===== src/rtl/ps2_host_tx.sv =====
// PS/2 host-to-device transmitter: sends one command byte to the keyboard
// through open-drain enables on the shared PS/2 clock/data pins.
module ps2_host_tx #(
    parameter int INHIBIT_CYCLES = 3200,
    parameter int REQ_CYCLES     = 16,
    parameter int TIMEOUT_CYCLES = 480000
) (
    input  logic       clk,
    input  logic       reset_n,
    input  logic [7:0] tx_data,
    input  logic       tx_valid,
    output logic       tx_ready,
    output logic       busy,
    output logic       done,
    output logic       error,
    input  logic       ps2_clk_i,
    input  logic       ps2_data_i,
    output logic       ps2_clk_oe,
    output logic       ps2_data_oe
);

    localparam int MAX_AB = (INHIBIT_CYCLES > REQ_CYCLES) ? INHIBIT_CYCLES : REQ_CYCLES;
    localparam int MAX_C  = (MAX_AB > TIMEOUT_CYCLES) ? MAX_AB : TIMEOUT_CYCLES;
    localparam int CW     = $clog2(MAX_C + 1);

    localparam logic [CW-1:0] INH_LAST = CW'(INHIBIT_CYCLES - 1);
    localparam logic [CW-1:0] REQ_LAST = CW'(REQ_CYCLES - 1);
    localparam logic [CW-1:0] TMO      = CW'(TIMEOUT_CYCLES);

    typedef enum logic [2:0] {
        S_IDLE,
        S_INHIBIT,
        S_REQ,
        S_SEND,
        S_ACK,
        S_WAIT_IDLE
    } state_t;

    logic          clk_s1_q, clk_s2_q, data_s1_q, data_s2_q;
    logic [3:0]    hist_q;
    logic          filt_q, filt_d;
    logic          fall;

    state_t        state_q, state_d;
    logic [CW-1:0] cnt_q, cnt_d;
    logic [3:0]    bit_q, bit_d;
    logic [9:0]    frame_q, frame_d;
    logic          cur_q, cur_d;
    logic          ack_ok_q, ack_ok_d;

    // Synchronize pins and keep the 4-sample clock history plus filtered clock.
    always_ff @(posedge clk or negedge reset_n) begin
        if (!reset_n) begin
            clk_s1_q  <= 1'b1;
            clk_s2_q  <= 1'b1;
            data_s1_q <= 1'b1;
            data_s2_q <= 1'b1;
            hist_q    <= '1;
            filt_q    <= 1'b1;
        end else begin
            clk_s1_q  <= ps2_clk_i;
            clk_s2_q  <= clk_s1_q;
            data_s1_q <= ps2_data_i;
            data_s2_q <= data_s1_q;
            hist_q    <= {hist_q[2:0], clk_s2_q};
            filt_q    <= filt_d;
        end
    end

    // Filtered clock follows the history only when all four samples agree.
    always_comb begin
        filt_d = filt_q;
        if (hist_q == 4'b1111) begin
            filt_d = 1'b1;
        end else if (hist_q == 4'b0000) begin
            filt_d = 1'b0;
        end
        fall = filt_q & ~filt_d;
    end

    // FSM and datapath registers.
    always_ff @(posedge clk or negedge reset_n) begin
        if (!reset_n) begin
            state_q  <= S_IDLE;
            cnt_q    <= '0;
            bit_q    <= '0;
            frame_q  <= '1;
            cur_q    <= 1'b1;
            ack_ok_q <= 1'b0;
        end else begin
            state_q  <= state_d;
            cnt_q    <= cnt_d;
            bit_q    <= bit_d;
            frame_q  <= frame_d;
            cur_q    <= cur_d;
            ack_ok_q <= ack_ok_d;
        end
    end

    // Next-state logic; done/error pulse in the last busy cycle before IDLE.
    always_comb begin
        state_d  = state_q;
        cnt_d    = cnt_q + CW'(1);
        bit_d    = bit_q;
        frame_d  = frame_q;
        cur_d    = cur_q;
        ack_ok_d = ack_ok_q;
        done     = 1'b0;
        error    = 1'b0;
        case (state_q)
            S_IDLE: begin
                cnt_d = '0;
                if (tx_valid) begin
                    frame_d  = {1'b1, ~^tx_data, tx_data};
                    bit_d    = '0;
                    cur_d    = 1'b0;
                    ack_ok_d = 1'b0;
                    state_d  = S_INHIBIT;
                end
            end
            S_INHIBIT: begin
                if (cnt_q == INH_LAST) begin
                    cnt_d   = '0;
                    state_d = S_REQ;
                end
            end
            S_REQ: begin
                if (cnt_q == REQ_LAST) begin
                    cnt_d   = '0;
                    state_d = S_SEND;
                end
            end
            S_SEND: begin
                if (fall) begin
                    cnt_d   = '0;
                    cur_d   = frame_q[0];
                    frame_d = {1'b1, frame_q[9:1]};
                    bit_d   = bit_q + 4'd1;
                    if (bit_q == 4'd9) begin
                        state_d = S_ACK;
                    end
                end else if (cnt_q == TMO) begin
                    error   = 1'b1;
                    state_d = S_IDLE;
                end
            end
            S_ACK: begin
                if (fall) begin
                    cnt_d    = '0;
                    ack_ok_d = ~data_s2_q;
                    state_d  = S_WAIT_IDLE;
                end else if (cnt_q == TMO) begin
                    error   = 1'b1;
                    state_d = S_IDLE;
                end
            end
            S_WAIT_IDLE: begin
                if (filt_q && data_s2_q) begin
                    done    = ack_ok_q;
                    error   = ~ack_ok_q;
                    state_d = S_IDLE;
                end else if (cnt_q == TMO) begin
                    error   = 1'b1;
                    state_d = S_IDLE;
                end
            end
            default: begin
                state_d = S_IDLE;
            end
        endcase
    end

    // Pin enables and handshake decoded from the registered state.
    always_comb begin
        tx_ready    = (state_q == S_IDLE);
        busy        = (state_q != S_IDLE);
        ps2_clk_oe  = (state_q == S_INHIBIT) || (state_q == S_REQ);
        ps2_data_oe = (state_q == S_REQ) || ((state_q == S_SEND) && !cur_q);
    end

endmodule


===== config.mk =====
export PLATFORM = sky130hd
export DESIGN_NAME = ps2_host_tx
export DESIGN_NICKNAME = d
export VERILOG_FILES = /design/src/rtl/ps2_host_tx.sv
export SDC_FILE = /design/constraint.sdc
export NUM_CORES = 1
export LEC_CHECK = 0
export BUFFER_PORTS_ARGS = -buffer_cell sky130_fd_sc_hd__buf_2
export CAP_MARGIN = 20
export CELL_PAD_IN_SITES_DETAIL_PLACEMENT = 1
export CELL_PAD_IN_SITES_GLOBAL_PLACEMENT = 2
export CORE_AREA = 2 2 87 89
export CTS_CLUSTER_SIZE = 28
export DETAILED_ROUTE_END_ITERATION = 8
export DIE_AREA = 0 0 89 91
export GPL_ROUTABILITY_DRIVEN = 0
export GPL_TIMING_DRIVEN = 0
export PLACE_DENSITY_LB_ADDON = 0.1
export SYNTH_ARGS = -nofsm -noshare
export SYNTH_HDL_FRONTEND = slang
export SYNTH_SLANG_ARGS = --single-unit

===== constraint.sdc =====
create_clock -name clk -period 1.9 [get_ports clk]
set_input_delay 0.095 -clock clk [delete_from_list [all_inputs] [get_ports clk]]
set_output_delay 0.095 -clock clk [all_outputs]
set_load 0.02 [all_outputs]

## Word level (Yosys, flattened, before mapping)

Index checks and enable logic that the tools add are counted.

| word-level totals | value |
|---|---|
| flip-flop bits (word level) | 47 |
| input port bits | 13 |
| output and inout port bits | 6 |
| word-level logic and storage cells | 81 |

| cells by class | value |
|---|---|
| add/subtract/negate cells | 2 |
| eq/ne operators | 16 |
| muxes and demuxes | 32 |
| bitwise gates (word level) | 4 |
| reduce and logical (&&, ||, !) cells | 15 |

Operator list:

| cell | number |
|---|---|
| $pmux 19 s4 | 1 |
| $mux 19 | 3 |
| $mux 3 | 8 |
| $mux 10 | 2 |
| $pmux 10 s2 | 1 |
| $add 19x1->19 const B | 1 |
| $eq 19x12->1 const B | 1 |
| $eq 19x19->1 const B | 1 |
| $eq 19x4->1 const B | 1 |
| $pmux 3 s6 | 1 |
| $mux 1 | 10 |
| $ne 2x2->1 const B | 5 |
| $eq 4x4->1 const B | 2 |
| $mux 4 | 2 |
| $pmux 4 s2 | 1 |
| $reduce_xnor 8->1 | 1 |
| $eq 3x2->1 const B | 2 |
| $eq 3x3->1 const B | 2 |
| $pmux 1 s2 | 3 |
| $reduce_and 3->1 | 2 |
| $add 4x1->4 const B | 1 |
| $logic_not 4->1 | 1 |
| $reduce_and 4->1 | 1 |
| $reduce_bool 2->1 | 2 |
| 10 further kinds | 14 |

## Longest topological paths before layout

Gate-level depths: netlist of run 1.

| logic depth | value |
|---|---|
| depth in word-level cells | 7 |
| depth in mapped cells | 8 |
| depth with buffers taken out | 7 |

## Worst setup path after synthesis of run 1

No wires, ideal clock.

| timing | value |
|---|---|
| kind | reg2reg |
| from | register state_q[0] |
| to | register bit_q[1] |
| setup time | 133 ps |
| arrival time | 1907 ps |
| data required time | 1767 ps |
| path slack | -140 ps |
| cell stages (with the launch flop) | 7 |
| buffers on the path | 2 |
| clock period less this slack | 2040 ps |
| path through | dfrtp_1 -> clkbuf_1 -> nor3_1 -> nand2_1 -> clkbuf_1 -> nand3_1 -> o21ai_0 |

| on the way | value |
|---|---|
| cells in the longest elaborated chain, start to end | 3 |
| elaborated cells on any way between the ends | 7 |
| classes of those cells | eq/ne (3); mux (1); reduce/logical (3) |

RTL lines:

| item | RTL line | RTL |
|---|---|---|
| start, declared | 44 | `state_t state_q, state_d;` |
| start signal, assigned | 91 | `state_q <= state_d;` |
| $logic_not 3->1 * | - |  |
| named net tx_ready | 12 | `output logic tx_ready,` |
| $ne 2x2->1 (no source line) / $reduce_bool 2->1 (equally long branches) | - |  |
| $reduce_and 3->1 (no source line) | - |  |
| end signal, assigned | 93 | `bit_q <= bit_d;` |
| end, declared | 46 | `logic [3:0] bit_q, bit_d;` |

Mark *: on every way through the listed nets, which the timed path passes. The rest lies on a longest branch.
A chain may end at the register's enable or synchronous reset.

## Worst setup path in the final report of run 1

| timing | value |
|---|---|
| from | register cnt_q[0] |
| to | register state_q[0] |

| on the way | value |
|---|---|
| cells in the longest elaborated chain, start to end | 4 |
| elaborated cells on any way between the ends | 11 |
| classes of those cells | eq/ne (5); mux (5); reduce/logical (1) |

RTL lines:

| item | RTL line | RTL |
|---|---|---|
| start, declared | 45 | `logic [CW-1:0] cnt_q, cnt_d;` |
| start signal, assigned | 92 | `cnt_q <= cnt_d;` |
| $eq 19x19->1 | 142, 152, 162 |  |
| $mux 3 | - |  |
| $mux 3, on equally long branches | - |  |
| $pmux 3 s6 | - |  |

Parallel ways exist; a longest one is shown, timed or not.

==> impl_metrics.yaml, run 1 <==
outcome:
  status: "finished with violations"
  violations: "negative setup slack"
detailed_routing:
  dr.pass1.iters: 4
  antenna_left: 0
  vias: 1919
  vias_per_cell: 4.92
  dr.first_iter.drc_count: 79
  drc_errors: 0
  drt_wl_total_um: 6150
  wl_per_cell_um: 15.8
worst_hold_path:
  min_path_cells: 2
  min_path_type: "primary input to flip-flop"
global_route:
  gr-total-overflow: 0
  grt_usage: 0.164
  grt_max_degree: 47
  grt_first_pass_wirelength_um: 10200
  grt_pass1_vias: 2045
  antenna_found_initial: 0
power:
  peakVddDrop_mv: 0.444
  p_sw_frac: 0.318
  p_per_area_nw_per_um2: 997
  internal-power_mw: 2.04
  p_seq_frac: 0.430
  total_power_mw: 2.99
  p_leak_nw: 1.21
  clkPwrFrac: 0.245
  p_switching_uw: 951
  p_comb_frac: 0.326
sta:
  slew_headroom: 0.593
  finalSetupTns_ps: -490
  final.min_clock_period_ps: 2080
  hold_viol: 0
  period_share: 1.10
  maxSlewViolCount: 0
  setup_viol: 3
  setup_slack_ps: -185
  max_freq_mhz: 480
  worst_pin_slew_ps: 611
  skew_ps: 7.94
  grt_setup_unrepaired: "true"
worst_setup_path:
  critPathKind: "flip-flop to flip-flop"
  worstPathMaxFanout: 3
  r2r_cells: 9
  cp-end-kind: "flip-flop"
  cp.arrival_ps: 2280
  cp-start-kind: "flip-flop"
  worstPathRequired_ps: 2100
  ff2ff_setup_slack_ps: -180
synth:
  seq_area_frac_synth: 0.497
  netlist_area_um2: 2360
  yosysUniqueCellTypes: 45
  syn_avg_cell_area_um2: 9.45
  synth_edf_count: 0
  synthFlopType: "dfrtp_1"
  ys_ff_latch: 46
  ys_async_sr_fraction: 1.00
  synth_nets: 267
  netlist_instances: 250
  ys_warn_count: 0
final_layout:
  layout-drive-gt1-share: 0.296
  area_growth_pct: 26.9
  nets: 307
  layout_common_cells: "31 x nor2_1, 23 x dfrtp_1, 19 x a21oi_1, 19 x dfstp_2, 18 x buf_2"
  antenna_cells: 0
  layout_commonest_cell: "nor2_1"
  fin_cells: 390
  design_area_um2: 3000
place:
  placed_cells: 367
  io_buffers: 18
  pre_cts_slack_ps: -298
  dpl_cell_area_um2: 2590
  dp.final_hpwl_um: 4110
floorplanning:
  io_pins: 19
  design.die.area_um2: 8100
  die_h_um: 91
  die_w_um: 89
  rows: 31
  start_util: 0.331
  core_um2: 7140
clock_tree:
  clkTransAtPathRegs_ps: 90
  cts_sinks: 46
  insertion_delay_ps: 310
  htree_num_levels: 2
  cts_tree: "done"
  cts_buffers: 5
  clock_path_buffers: 2
  cts_root_buffer: "clkbuf_8"
job:
  cap_violations: 0
==> routing by layer <==
metal / share of wire / global-route usage / vias up / wire length (um)
met2: 0.50 / 0.265 / 14 / 3070
met3: 0.019 / 0.0355 / 6 / 119
met4: 0.014 / 0.0485 / 0 / 89
met5: 0 / 0 / - / 0
li1: - / - / 957 / -
met1: 0.47 / 0.218 / 942 / 2870
==> registers in the layout (all words and copies together), names as in the netlist <==
register / cells
cnt_q: 19
frame_q: 9
bit_q: 4
hist_q: 4
state_q: 3
ack_ok_q: 1
clk_s1_q: 1
clk_s2_q: 1
cur_q: 1
data_s1_q: 1
data_s2_q: 1
filt_q: 1
==> worst max-delay path, stage by stage (launching register included) <==
cell and delay [ps]:
dfrtp_1 380, inv_1 60, ha_1 140, nor4bb_4 210
nand4_1 240, buf_4 200, buf_4 140, o31ai_4 190
o211ai_1 150, mux2_4 280
==> final timing paths <==
check	startpoint	endpoint
max	cnt_q[0]	state_q[0]
min	tx_valid	bit_q[3]
max reg2reg	cnt_q[0]	state_q[0]
min reg2reg	data_s1_q	data_s2_q
max in group asynchronous	reset_n	data_s1_q
min in group asynchronous	reset_n	cnt_q[16]
==> power by group through the flow <==
stage	logic (mW)	clock network (mW)	registers, mW
after floorplan	0.507	0	1.28
final	0.974	0.731	1.29
after detailed placement	0.718	0	1.31
after global placement	0.710	0	1.31
after global routing	1.09	0.806	1.31
after CTS	0.843	0.759	1.29
==> cell families after synthesis <==
family / count (synthesis) / synth area share
and+or+nand+nor: 96 / 0.203
AOI/OAI and AO/OA: 54 / 0.134
DFF: 46 / 0.497
xor gates and xnor gates: 25 / 0.0926
buffers and inverters: 22 / 0.0376
adders and majority gates: 4 / 0.0212
muxes: 3 / 0.0138
==> cells in the mapped netlist (all sizes together) (3+ instances only) <==
master	instances	area, um2
a31oi	3	18.8
nand2b	5	31.3
nor2	32	120
a21oi	21	105
clkbuf	4	15.0
nand2	15	56.3
buf	3	17.5
nor3	9	45.0
nand3	9	45.0
xnor2	14	123
nor4	3	18.8
o22ai	8	50.1
nand4	8	50.1
o21ai	11	55.1
xor2	11	96.3
or3	3	23.8
inv	15	56.3
ha	4	50.1
dfstp	19	499
dfrtp	27	676
==> metrics by stage <==
stage               hold slack, ps   util
floorplan                     -201      -
global placement               200  0.363
detailed placement             202  0.363
CTS                           29.7  0.400
global route                  50.6  0.420
finish                        51.9  0.420
==> timing repair <==
| item | in CTS | in global routing |
|---|---|---|
| pin swaps | 7 | 5 |
| hold buffers | 2 | 1 |
| resized for setup | 24 | 13 |
| endpoints found under the setup margin | 34 | 35 |
| hold endpoints to repair | 2 | 16 |
| setup buffers | 7 | 3 |
| cloned | 0 | 1 |
==> final cells by class <==
class / instances / area, um2
clock inverters: 1 / 30.0
well taps: 99 / 124
fillers: 861 / 4140
flip-flops and latches: 46 / 1180
repair buffers: 33 / 263
multi-input cells: 182 / 1220
inverters: 15 / 56.3
plain buffers: 7 / 51.3
clock buffers: 7 / 76.3
Note: power is estimated with default switching activity, not from simulation.
==> run 2, diff against run 1 <==
Settings changed: ABC_AREA set to 1, CORE_AREA 2 2 87 89 to 2 2 94 96, DIE_AREA 0 0 89 91 to 0 0 96 98.
==> impl_metrics.yaml, run 2 <==
synth:
  ys_warn_count: 0
  ys_async_sr_fraction: 1.00
  netlist_area_um2: 2640
  synth_most_common_cell: "nand2_1"
  synth_area_leader_cell: "dfrtp_1"
  seq_area_frac_synth: 0.445
  ys_ff_latch: 46
  syn_avg_cell_area_um2: 7.57
  synth_edf_count: 0
  synthFlopType: "dfrtp_1"
  synth_top_area_share: 0.256
  yosys.area_share.simple: 0.330
  synth-compound-area-share: 0.0507
  netlist_instances: 349
  synthAdderAreaFrac: 0.0189
  synthTopCellsByCount: "78 x nand2_1, 64 x nor2_1, 55 x inv_1"
  synth_top_family_by_area: "simple AND/OR/NAND/NOR gates"
  synth_xor_area_frac: 0.0597
  yosysUniqueCellTypes: 29
  synthMuxAreaShare: 0
  synth.top_cells.by_area: "dfrtp_1 26%, dfstp_2 19%, nand2_1 11%, nor2_1 9.1%, inv_1 7.8%"
  synth_nets: 366
job:
  cap_violations: 0
detailed_routing:
  wl_per_cell_um: 13.7
  drt_wl_total_um: 6710
  drc_errors: 0
  vias_per_cell: 4.56
  vias: 2237
  dr.first_iter.drc_count: 44
  dr.pass1.iters: 4
  antenna_left: 0
floorplanning:
  io_pins: 19
  die_w_um: 96
  core_um2: 8470
  die_h_um: 98
  design.die.area_um2: 9410
  rows: 34
  start_util: 0.312
global_route:
  met2_usage: 0.239
  grtUsageMet3: 0.0278
  grt_max_degree: 28
  grt_first_pass_wirelength_um: 11500
  grt_usage: 0.158
  grtUsageMet1: 0.235
  gr-total-overflow: 0
  grt.busiest_layer: "met2"
  antenna_found_initial: 0
  grt_pass1_vias: 2285
sta:
  hold_viol: 0
  final.min_clock_period_ps: 1870
  maxSlewViolCount: 0
  setup_viol: 0
  skew_ps: 7.87
  period_share: 0.984
  setup_slack_ps: 31.3
  max_freq_mhz: 535
  slew_headroom: 0.654
  grt_setup_unrepaired: "true"
  worst_pin_slew_ps: 519
clock_tree:
  cts_tree: "done"
  clock_path_buffers: 2
  cts_buffers: 5
  insertion_delay_ps: 300
  cts_sinks: 46
  htree_num_levels: 2
  cts_root_buffer: "clkbuf_8"
  clkTransAtPathRegs_ps: 90
final_layout:
  layout_commonest_cell: "nand2_1"
  area_growth_pct: 17.8
  finish.utilization: 0.368
  layout_common_cells: "76 x nand2_1, 63 x nor2_1, 53 x inv_1"
  antenna_cells: 0
  nFillCells: 1079
  layout-drive-gt1-share: 0.219
  regMostFlops: "cnt_q"
  multi_input_area_um2: 1260
  fin_cells: 491
  nets: 399
  regArea_um2: 1180
  largest_reg_flops: 19
  top_regs: "cnt_q: 19 flops, frame_q: 9 flops"
power:
  p_per_area_nw_per_um2: 1090
  p_leak_nw: 1.54
  total_power_mw: 3.40
  peakVddDrop_mv: 0.348
worst_hold_path:
  min_path_type: "primary input to flip-flop"
  min_path_cells: 3
worst_setup_path:
  r2r_cells: 10
  worstPathMaxFanout: 3
  cp-start-kind: "flip-flop"
  critPathKind: "flip-flop to output port"
  cp.arrival_ps: 1770
  ff2ff_setup_slack_ps: 150
  cp-end-kind: "output port"
  worstPathRequired_ps: 1800
place:
  placed_cells: 476
  io_buffers: 18
  pre_cts_slack_ps: -80.3
  dp.final_hpwl_um: 5190
outcome:
  status: "completed"
[run 2: cell types whose count changed in the layout (fill, tap and decap cells not counted), sizes merged, moves of 17 or more]
cell	before	now
nand2	15	84
nand3	9	26
inv	15	58
nor2	32	70
a21oi	21	2
[run 2: timing repair]
| item | in CTS | in global routing |
|---|---|---|
| endpoints found under the setup margin | 17 | 19 |
| pin swaps | 2 | 5 |
| setup buffers | 2 | 2 |
| resized for setup | 7 | 7 |
| hold endpoints to repair | 15 | 0 |
| hold buffers | 3 | 0 |
[run 2: where the power goes]
part           internal, mW  total [mW]  switching (mW)
sequential             1.23        1.39           0.156
clock                 0.393       0.757           0.364
combinational         0.455        1.26           0.800
[run 2: worst paths after layout]
| path | startpoint | end |
|---|---|---|
| worst min register to register | data_s1_q | data_s2_q |
| min in group asynchronous | reset_n | cnt_q[11] |
| worst max register to register | cnt_q[0] | cnt_q[14] |
| worst min-delay path | tx_data[7] | frame_q[7] |
| worst max-delay path | cnt_q[0] | error |
| max in group asynchronous | reset_n | cur_q |
[run 2: logic make-up (layout without fill, tap and decap cells)]
| group | Yosys count | count (layout) |
|---|---|---|
| xor gates and xnor gates | 18 | 18 |
| buffers and inverters | 63 | 97 |
| AOI/OAI and AO/OA | 22 | 22 |
| and+or+nand+nor | 196 | 196 |
| adders and majority gates | 4 | 4 |
| DFF | 46 | 46 |
[run 2: critical path, stage by stage, from the launching register on]
cell	delay, ps
dfrtp_2	420
inv_2	60
ha_1	140
nand4_1	110
nor2_2	200
nand3_2	150
nand2_2	110
nand2_2	50
o22ai_2	100
buf_6	140
[run 2: through the flow]
stage | hold WS [ps] | setup TNS [ps] | area, um2
after floorplan | -201 | 0 | 2640
after global placement | 200 | -417 | 2870
after detailed placement | 105 | -726 | 2890
after CTS | 75.8 | -12.1 | 3060
after global routing | 98.7 | -82.4 | 3110
final | 82.3 | 0 | 3110
[run 2: final cells by class]
type,instances,area share
Clock inverter,2,0.0121
Timing Repair Buffer,26,0.0567
Sequential cell,46,0.378
Buffer,4,0.0105
Tap cell,108,0.0434
Clock buffer,6,0.0233
Multi-Input combinational cell,240,0.404
Inverter,59,0.0724
[run 2: metal layers]
metal	wire, um	vias to the layer above
met5	0	-
met4	56	0
met3	196	4
met2	3000	23
met1	3450	1065
li1	-	1145
==> run 3, diff against run 2 <==
Settings changed: ABC_AREA 1 to not set, ABC_CLOCK_PERIOD_IN_PS set to 1820, CORE_AREA 2 2 94 96 to 2 2 83 85, DIE_AREA 0 0 96 98 to 0 0 85 87.
Clock period 1.9 ns to 1.82 ns, I/O delays scaled along.
==> impl_metrics.yaml, run 3 (synthesis results as in run 1) <==
outcome:
  status: "finished with violations"
  violations: "negative setup slack"
sta:
  skew_ps: 7.34
  hold_viol: 0
  maxSlewViolCount: 0
  max_freq_mhz: 491
  setup_slack_ps: -216
  final.min_clock_period_ps: 2040
  setup_viol: 21
  worst_pin_slew_ps: 541
  grt_setup_unrepaired: "true"
  slew_headroom: 0.640
  period_share: 1.12
final_layout:
  regMostFlops: "cnt_q"
  layout_common_cells: "31 x nor2_1, 27 x dfrtp_1, 19 x buf_2, 19 x a21oi_1, 19 x dfstp_2"
  layout-drive-gt1-share: 0.295
  antenna_cells: 0
  fin_cells: 375
  top_regs: "cnt_q: 19 flops, frame_q: 9 flops"
  largest_reg_flops: 19
  nets: 311
  area_growth_pct: 26.1
  layout_commonest_cell: "nor2_1"
place:
  io_buffers: 18
  placed_cells: 348
  dp.final_hpwl_um: 4070
worst_hold_path:
  min_path_type: "primary input to flip-flop"
  whs_endpoint: "bit_q[3]"
  min_from: "tx_valid"
  min_path_cells: 2
power:
  p_per_area_nw_per_um2: 1030
  p_leak_nw: 1.23
  total_power_mw: 3.08
  peakVddDrop_mv: 0.484
worst_setup_path:
  worstPathMaxFanout: 5
  r2r-start: "cnt_q[0]"
  cp-end-kind: "flip-flop"
  critPathKind: "flip-flop to flip-flop"
  ff2ff_setup_slack_ps: -220
  worstPathRequired_ps: 2010
  r2r-end: "cnt_q[18]"
  cp.arrival_ps: 2220
  cp-start-kind: "flip-flop"
  r2r_cells: 10
detailed_routing:
  antenna_left: 0
  drt_wl_total_um: 5950
  dr.pass1.iters: 4
  drc_errors: 0
  vias_per_cell: 5.22
  vias: 1958
  dr.first_iter.drc_count: 41
  wl_per_cell_um: 15.9
clock_tree:
  insertion_delay_ps: 290
  htree_num_levels: 2
  clkTransAtPathRegs_ps: 80
  cts_sinks: 46
  cts_buffers: 5
  cts_tree: "done"
  cts_root_buffer: "clkbuf_8"
  clock_path_buffers: 2
global_route:
  grt_usage: 0.171
  grt_pass1_vias: 1975
  antenna_found_initial: 0
  gr-total-overflow: 0
  grt_max_degree: 47
  grt_first_pass_wirelength_um: 10000
floorplanning:
  start_util: 0.360
  io_pins: 19
  rows: 30
  core_um2: 6570
  design.die.area_um2: 7400
  die_h_um: 87
  die_w_um: 85
job:
  cap_violations: 0
run 3: changes by cell type in the layout (fill, tap and decap cells not counted), sizes merged, moves of 6 or more:
cell   previous run  this run
inv              58        15
nand2            84        15
xnor2             8        14
nor2             70        32
buf              27        37
a21oi             2        21
nand3            26         9
run 3: worst max-delay path by stage:
| stage | from | to | slack [ps] | cells past startpoint |
|---|---|---|---|---|
| finish | cnt_q[0] | cnt_q[18] | -220 | 10 |
| global placement | cnt_q[0] | cnt_q[18] | -350 | 8 |
| global route | cnt_q[0] | state_q[0] | -350 | 8 |
| floorplan | bit_q[1] | state_q[0] | -80 | 7 |
| detailed placement | cnt_q[0] | cnt_q[3] | -370 | 8 |
| CTS | cnt_q[1] | error | -300 | 8 |
run 3: layout make-up:
cell class	instances	area, um2
Fill cell	771	3590
Multi-Input combinational cell	182	1210
Sequential cell	46	1170
Timing Repair Buffer	37	293
Tap cell	80	100
Clock buffer	7	86.3
Inverter	15	56.3
Buffer	7	51.3
Clock inverter	1	5.00
run 3: metal layers:
layer  GRT usage  part of all wire  vias to the layer above
li1            -                 -                      967
met1       0.216              0.45                      966
met2       0.306              0.52                       20
met3      0.0294             0.021                        5
met4      0.0433             0.010                        0
met5           0                 0                        -
run 3: stage by stage:
stage | worst slack [ps] | setup TNS [ps] | area, um2 | hold slack (ps) | utilization
2_1_floorplan | -82.8 | -82.8 | 2370 | -205 | -
3_3_place_gp | -353 | -7910 | 2560 | 196 | 0.390
3_5_place_dp | -373 | -7810 | 2560 | 198 | 0.390
4_1_cts | -298 | -3370 | 2890 | 14.9 | 0.440
5_1_grt | -349 | -5850 | 2980 | 48.0 | 0.454
6_report | -216 | -3000 | 2980 | 42.1 | 0.454
run 3: timing repair:
action	CTS	global route
hold endpoints to repair	2	29
buffers inserted	12	2
pin swaps	7	4
cloned	1	0
resized for setup	22	10
setup endpoints to repair	36	36
hold buffers	2	1
run 3: power breakdown:
group / switching (mW) / total, mW / leakage, nW / internal [mW]
Sequential: 0.103 / 1.35 / 0.572 / 1.24
Clock: 0.339 / 0.646 / 0.0482 / 0.307
Combinational: 0.536 / 1.09 / 0.612 / 0.549
run 3: worst max-delay path, cell delays in order (launching register included):
cell	delay, ps
dfrtp_1	380
buf_4	140
ha_4	140
and3_4	190
nand4_1	180
buf_4	210
o21ai_2	120
o21a_1	150
buf_6	120
bufbuf_16	250
nor2_1	40
